==> config.mk <==
export PLATFORM = sky130hd
export DESIGN_NAME = frame_dma_sequencer
export DESIGN_NICKNAME = d
export VERILOG_FILES = /design/src/rtl/frame_dma_sequencer_pkg.sv /design/src/rtl/frame_dma_sequencer.sv
export SDC_FILE = /design/constraint.sdc
export NUM_CORES = 1
export LEC_CHECK = 0
export BUFFER_PORTS_ARGS = -buffer_cell sky130_fd_sc_hd__buf_2
export CAP_MARGIN = 40
export CORE_MARGIN = 4
export CORE_UTILIZATION = 39
export DETAILED_ROUTE_END_ITERATION = 16
export GPL_ROUTABILITY_DRIVEN = 0
export GPL_TIMING_DRIVEN = 0
export PLACE_DENSITY = 0.87
export SETUP_SLACK_MARGIN = 0.15
export SKIP_CTS_REPAIR_TIMING = 1
export SLEW_MARGIN = 20
export SYNTH_ARGS = -nofsm -noshare
export SYNTH_HDL_FRONTEND = slang
export SYNTH_SLANG_ARGS = --single-unit
==> constraint.sdc <==
create_clock -name clk -period 2 [get_ports clk]
set_clock_uncertainty 0.2 [all_clocks]
set_input_delay 0.4 -clock clk [delete_from_list [all_inputs] [get_ports clk]]
set_output_delay 0.4 -clock clk [all_outputs]
set_load 0.02 [all_outputs]
==> src/rtl/frame_dma_sequencer_pkg.sv <==
// Shared FSM typedefs and helpers for the frame-boundary DMA sequencer.
// The fallback macros below stand in for constants.svh when it is not part of the build.
`ifndef DATA_ADDR_WIDTH
`define DATA_ADDR_WIDTH 8
`endif
`ifndef KEY_NUM
`define KEY_NUM 4
`endif
`ifndef KEY_MEM
`define KEY_MEM 8'h00
`endif

package frame_dma_sequencer_pkg;

  typedef enum logic [1:0] {
    RUN   = 2'd0,
    IDLE  = 2'd1,
    START = 2'd2,
    COPY  = 2'd3
  } frame_seq_state_t;

  typedef enum logic [1:0] {
    SEL_CPU   = 2'd0,
    SEL_BLOCK = 2'd1,
    SEL_BTN   = 2'd2
  } port_sel_t;

  localparam int FRAME_CNT_W = 16;
  localparam int OVR_CNT_W   = 8;

  function automatic logic [OVR_CNT_W-1:0] sat_inc8(input logic [OVR_CNT_W-1:0] v);
    return (v == 8'hFF) ? v : v + 8'd1;
  endfunction

endpackage

==> src/rtl/frame_dma_sequencer.sv <==
// Owns the data-memory write port: CPU normally, button DMA for KEY_NUM cycles after vblank.
// Also tracks completed copies and frames whose vblank beat cpu_frame_done.
module frame_dma_sequencer
  import frame_dma_sequencer_pkg::*;
#(
  parameter int ADDR_WIDTH = `DATA_ADDR_WIDTH,
  parameter int KEY_NUM    = `KEY_NUM
) (
  input  logic                   clk,
  input  logic                   reset_n,
  input  logic                   vblank,
  input  logic                   cpu_frame_done,
  input  logic                   cpu_mem_we,
  input  logic [ADDR_WIDTH-1:0]  cpu_mem_addr,
  input  logic [15:0]            cpu_mem_din,
  input  logic                   btn_mem_we,
  input  logic [ADDR_WIDTH-1:0]  btn_mem_addr,
  input  logic [15:0]            btn_mem_din,
  output logic                   copy_start,
  output logic                   cpu_stall,
  output logic                   mem_we,
  output logic [ADDR_WIDTH-1:0]  mem_addr,
  output logic [15:0]            mem_din,
  output logic [15:0]            frame_count,
  output logic [7:0]             overrun_count
);

  localparam int CNT_W = $clog2(KEY_NUM + 1);
  localparam logic [CNT_W-1:0] CNT_LAST = CNT_W'(KEY_NUM - 1);

  frame_seq_state_t        state_r;
  frame_seq_state_t        state_nxt_s;
  port_sel_t               sel_s;
  logic [CNT_W-1:0]        cnt_r;
  logic [FRAME_CNT_W-1:0]  frame_count_r;
  logic [OVR_CNT_W-1:0]    overrun_count_r;

  // State register plus copy counter and frame/overrun statistics.
  always_ff @(posedge clk or negedge reset_n) begin
    if (!reset_n) begin
      state_r         <= RUN;
      cnt_r           <= '0;
      frame_count_r   <= 16'd0;
      overrun_count_r <= 8'd0;
    end else begin
      state_r <= state_nxt_s;
      case (state_r)
        RUN: begin
          if (vblank && !cpu_frame_done) begin
            overrun_count_r <= sat_inc8(overrun_count_r);
          end
        end
        START: cnt_r <= '0;
        COPY: begin
          cnt_r <= cnt_r + {{(CNT_W-1){1'b0}}, 1'b1};
          if (cnt_r == CNT_LAST) begin
            frame_count_r <= frame_count_r + 16'd1;
          end
        end
        default: ;
      endcase
    end
  end

  // Next-state decode; vblank during START/COPY is deliberately dropped.
  always_comb begin
    state_nxt_s = state_r;
    case (state_r)
      RUN: begin
        if (vblank) begin
          state_nxt_s = START;
        end else if (cpu_frame_done) begin
          state_nxt_s = IDLE;
        end else begin
          state_nxt_s = RUN;
        end
      end
      IDLE: begin
        if (vblank) begin
          state_nxt_s = START;
        end else begin
          state_nxt_s = IDLE;
        end
      end
      START: state_nxt_s = COPY;
      COPY: begin
        if (cnt_r == CNT_LAST) begin
          state_nxt_s = RUN;
        end else begin
          state_nxt_s = COPY;
        end
      end
      default: state_nxt_s = RUN;
    endcase
  end

  // Output decode from registered state only.
  always_comb begin
    cpu_stall  = 1'b1;
    copy_start = 1'b0;
    sel_s      = SEL_BLOCK;
    case (state_r)
      RUN: begin
        cpu_stall = 1'b0;
        sel_s     = SEL_CPU;
      end
      IDLE:  sel_s = SEL_BLOCK;
      START: begin
        copy_start = 1'b1;
        sel_s      = SEL_BLOCK;
      end
      COPY:  sel_s = SEL_BTN;
      default: begin
        cpu_stall = 1'b0;
        sel_s     = SEL_CPU;
      end
    endcase
  end

  // Write-port mux; the CPU path stays combinational so a write in the vblank cycle lands.
  always_comb begin
    mem_we   = cpu_mem_we;
    mem_addr = cpu_mem_addr;
    mem_din  = cpu_mem_din;
    case (sel_s)
      SEL_CPU: mem_we = cpu_mem_we;
      SEL_BTN: begin
        mem_we   = btn_mem_we;
        mem_addr = btn_mem_addr;
        mem_din  = btn_mem_din;
      end
      SEL_BLOCK: mem_we = 1'b0;
      default:   mem_we = 1'b0;
    endcase
  end

  assign frame_count   = frame_count_r;
  assign overrun_count = overrun_count_r;

endmodule

Word-level counts from Yosys, hierarchy flattened

Cells that the tools add are included.
W data, S select, Z words.

Bitwise logic cells: 1
Multiplexer cells: 12
Equality and inequality tests: 6
Reductions and logical operators: 8
$add $sub $neg: 3

Operators by type and width:

| kind                    | count |
|---|---|
| $add A16 B1 Y16 const B | 1 |
| $mux W16                | 1 |
| $add A8 B1 Y8 const B   | 1 |
| $eq A8 B8 Y1 const B    | 1 |
| $mux W8                 | 1 |
| $pmux W2 S4             | 1 |
| $eq A2 B2 Y1 const B    | 3 |
| $mux W2                 | 3 |
| $pmux W2 S3             | 1 |
| $pmux W3 S2             | 1 |
| $logic_not A2 Y1        | 2 |
| $add A3 B1 Y3 const B   | 1 |
| $eq A3 B2 Y1 const B    | 1 |
| $mux W1                 | 3 |
| $reduce_and A3 Y1       | 1 |
| $eq A2 B1 Y1 const B    | 1 |
| $pmux W1 S2             | 1 |
| $reduce_and A2 Y1       | 1 |
| $reduce_bool A2 Y1      | 1 |
| $reduce_or A2 Y1        | 1 |
| $logic_and A1 B1 Y1     | 1 |
| $logic_not A1 Y1        | 1 |
| $not A1 Y1              | 1 |

Flip-flop bits (word level): 29
Output and inout port bits: 51
Word-level logic and storage cells: 34
Bits of input ports: 54

Depth between registers and ports, before layout

Depth in word-level cells: 5
Gate-level depth with buffers: 6
Gate-level depth less buffers: 6

Least setup slack after synthesis

Ideal clock, no wire load.

Kind: register to output
Start point: register state_r[0]
End point: output mem_din[10]
Buffers on the path: 2
Arrival time: 1.398 ns
Slack: 0.002 ns
Stages on the path, launching flop included: 5
Data required time: 1.400 ns
Cell sequence: dfrtp_1 ha_1 clkbuf_1 buf_2 mux2_2

Longest elaborated chain between the ends: 5
Elaborated cells between the ends (all ways): 8
Those cells by class: eq/ne: 4; mux: 2; reduce/logical: 2

Ends and longest elaborated chain:

| what                                         | line                       | text |
|---|---|---|
| start, declared                              | frame_dma_sequencer.sv:31  | `frame_seq_state_t state_r;` |
| start signal, assigned                       | frame_dma_sequencer.sv:46  | `state_r <= state_nxt_s;` |
| $eq A2 B2 Y1 or $eq A2 B1 Y1 (tied branches) | frame_dma_sequencer.sv:102 | `case (state_r)` |
| $reduce_or A2 Y1 (no source line)            | --                         |  |
| $pmux W2 S3 *                                | frame_dma_sequencer.sv:102 |  |
| $eq A2 B2 Y1 *                               | frame_dma_sequencer.sv:125 | `case (sel_s)` |
| $mux W16 *                                   | frame_dma_sequencer.sv:125 |  |
| end, declared                                | frame_dma_sequencer.sv:23  | `output logic [15:0] mem_din,` |

Mark *: on every way between the ends. The rest lies on a longest branch, timed or not.

Final worst setup path

Start point: register state_r[1]
End point: output mem_din[8]

Same word-level chain as after synthesis.

==> impl_metrics.tcl <==
set metrics [dict create \
    status "finished, violations left" \
    violations "negative setup slack" \
    syn_avg_cell_area_um2 11.3 \
    grt.total_usage 0.164 \
    cts_tree "built" \
    numPortBuffers 104 \
    dr.pass1.iters 4 \
    finalWorstSetupSlack_ns -0.226 \
    ys_ff_latch 29 \
    vias 1592 \
    top_layer "met4" \
    hold_viol 0 \
    synth_cell_types 30 \
    ir_drop_uv 743 \
    drc 0 \
    fmax_mhz 449 \
    internal_power_w 0.00201 \
    grt_max_degree 30 \
    min_period_ns 2.23 \
    seq_area_frac_synth 0.425 \
    p_leak_nw 1.49 \
    ioPinCount 105 \
    end_kind "primary output" \
    clock_sinks 29 \
    numCtsBuffers 5 \
    switching_power_w 0.00122 \
    die_x_um 74.2 \
    crit_family "buffers and inverters" \
    cts_root_buf "clkbuf_8" \
    layout-drive-gt1-share 0.615 \
    grt_pass1_vias 1567 \
    placementRows 23 \
    setup-violations-final 25 \
    syn_inst 151 \
    max_slew.worst_pin.slew_ns 0.636 \
    grt_setup_unrepaired "yes" \
    routedLengthMet1_mm 1.87 \
    netlist_area_mm2 0.00171 \
    totalWireLength_mm 4.72 \
    clock_latency_ns 0.28 \
    min-delay-start "vblank" \
    crit_chain "ha_2 > buf_8 > clkbuf_16 > mux2_4 > buf_6" \
    synth-main-ff-cell "dfrtp_1" \
    ys_warn_count 0 \
    timing.final.crit_share 1.11 \
    powerDensity_mw_per_mm2 1160 \
    cp.required_ns 1.40 \
    antenna_found_initial 0 \
    routedWlPerCell_um 14.7 \
    clkTransAtPathRegs_ns 0.06 \
    grt_pass1_wl_mm 6.93 \
    met2WireLength_mm 2.55 \
    dp_cells 305 \
    regToRegStartpoint "state_r[1]" \
    hold_class "in -> reg" \
    met3_length_um 229 \
    cpPeakStageDelay_ns 0.41 \
    htreeDepth 2 \
    drtAntennaViolNets 0 \
    cap_violations 0 \
    grt_overflow 0 \
    vias_per_cell 4.98 \
    worst-endpoint-arrival_ns 1.63 \
    drv_slew 0 \
    swShare 0.378 \
    crit_start "state_r[1]" \
    areaGrowthSynthToFinish_pct 63.1 \
    mappedNetlistNets 215 \
    clockBufferDepth 2 \
    crit_fanout 7 \
    comb_power_share 0.587 \
    fin_total_pwr_w 0.00324 \
    slew_headroom 0.576 \
    antenna_cells 0 \
    hpwl_mm 3.46 \
    critPathKind "reg -> out" \
    fin_cells 320 \
    drt_iter0_markers 36 \
    clockPowerShare 0.163 \
    async_flop_share 1.00 \
    synth_edf_count 0 \
    crit_slowest_cell "dfrtp_1" \
    design_area_mm2 0.00279 \
    p_seq_frac 0.250 \
    initial_core_util 0.415 \
    placed_area_mm2 0.00230 \
    design.die.area_mm2 0.00551 \
    critPathBufInv 3 \
    coreArea_mm2 0.00412 \
    die_h_um 74.2 \
    timing.hold.ws_ns 0.181 \
    fin_nets 333 \
    cp-start-kind "flip-flop" \
]
-- worst register-to-register path: cells and delay by family, from the launching register on --
kind                     cells  cell delay, ns
adder cells (fa/ha/maj)      1            0.13
buffers and inverters        2            0.22
flip-flops                   1            0.41
multiplexers                 1            0.32
AND/OR/NAND/NOR              3            0.54
-- placed cells by master, fill, tap and decap left out, types with 2 or more instances in the layout --
| master | n |
|---|---|
| and4_1 | 4 |
| nand2_1 | 12 |
| nand3_1 | 5 |
| buf_6 | 22 |
| inv_1 | 5 |
| clkbuf_16 | 2 |
| mux2_4 | 20 |
| mux2_2 | 7 |
| nand4_1 | 4 |
| buf_2 | 79 |
| dfrtp_1 | 29 |
| nor2_1 | 4 |
| xor2_1 | 7 |
| ha_1 | 8 |
| buf_8 | 3 |
| and3_1 | 3 |
| a21oi_1 | 4 |
| clkbuf_8 | 7 |
| o21ai_0 | 4 |
| xnor2_1 | 12 |
| buf_4 | 7 |
| inv_4 | 2 |
-- path summary, 6_finish.rpt --
path | to | slack, ns | depth (start not counted)
worst max-delay path | mem_din[8] | -0.23 | 5
max in group asynchronous | overrun_count[7] | 0.69 | 2
worst min register to register | frame_count[15] | 0.27 | 1
worst min-delay path | state_r[1] | 0.18 | 3
worst max register to register | overrun_count[6] | 0.07 | 7
min in group asynchronous | frame_count[11] | 0.49 | 2
-- cell type report --
type | instances | area, µm²
Buffer | 3 | 45.0
Inverter | 7 | 31.3
Clock inverter | 1 | 5.00
Timing Repair Buffer | 111 | 756
Tap cell | 50 | 62.6
Clock buffer | 7 | 96.3
Sequential cell | 29 | 726
Fill cell | 332 | 1330
Multi-Input combinational cell | 112 | 1070
-- Yosys cell counts, types with 2 or more instances --
cell | count | area, µm²
dfrtp_1 | 29 | 726
mux2_2 | 27 | 304
nand2_1 | 12 | 45.0
xnor2_1 | 12 | 105
ha_1 | 10 | 125
inv_1 | 7 | 26.3
xor2_1 | 7 | 61.3
a21oi_1 | 5 | 25.0
nand3_1 | 5 | 25.0
and3_1 | 4 | 25.0
and4_1 | 4 | 35.0
nand4_1 | 4 | 25.0
nor2_1 | 4 | 15.0
o21ai_0 | 4 | 20.0
buf_2 | 2 | 10.0
-- registers in the layout, summed over array words and instances (netlist names) --
signal,flops
overrun_count,8
cnt_r,3
state_r,2
frame_count,16
-- power groups by stage --
stage               combinational (W)  sequential, W  clock, W
CTS                           0.00132       0.000814  0.000541
detailed placement            0.00131       0.000823         0
global route                  0.00203       0.000830  0.000572
global placement              0.00129       0.000815         0
floorplan                    0.000844       0.000879         0
finish                        0.00190       0.000811  0.000527
-- stage by stage --
step                      utilization  setup TNS, ns  worst slack, ns
after floorplan                     -              0            0.147
after global placement          0.559         -0.910          -0.0651
after detailed placement        0.559          -1.15          -0.0678
after CTS                       0.583          -8.13           -0.379
after global routing            0.677          -6.28           -0.271
final                           0.677          -4.99           -0.226
-- cells by family after synthesis --
logic type,after synthesis,synth area share
buffers and inverters,10,0.0234
AND/OR/NAND/NOR,42,0.152
multiplexers,27,0.178
flip-flops,29,0.425
adder cells (fa/ha/maj),10,0.0732
AO/OA/AOI/OAI,14,0.0512
XOR/XNOR,19,0.0974
-- layer usage --
layer	vias up	global-route usage
met4	0	0.0483
met5	-	0
met3	7	0.0541
met2	40	0.293
li1	775	-
met1	770	0.186
(Power assumes the default switching activity.)
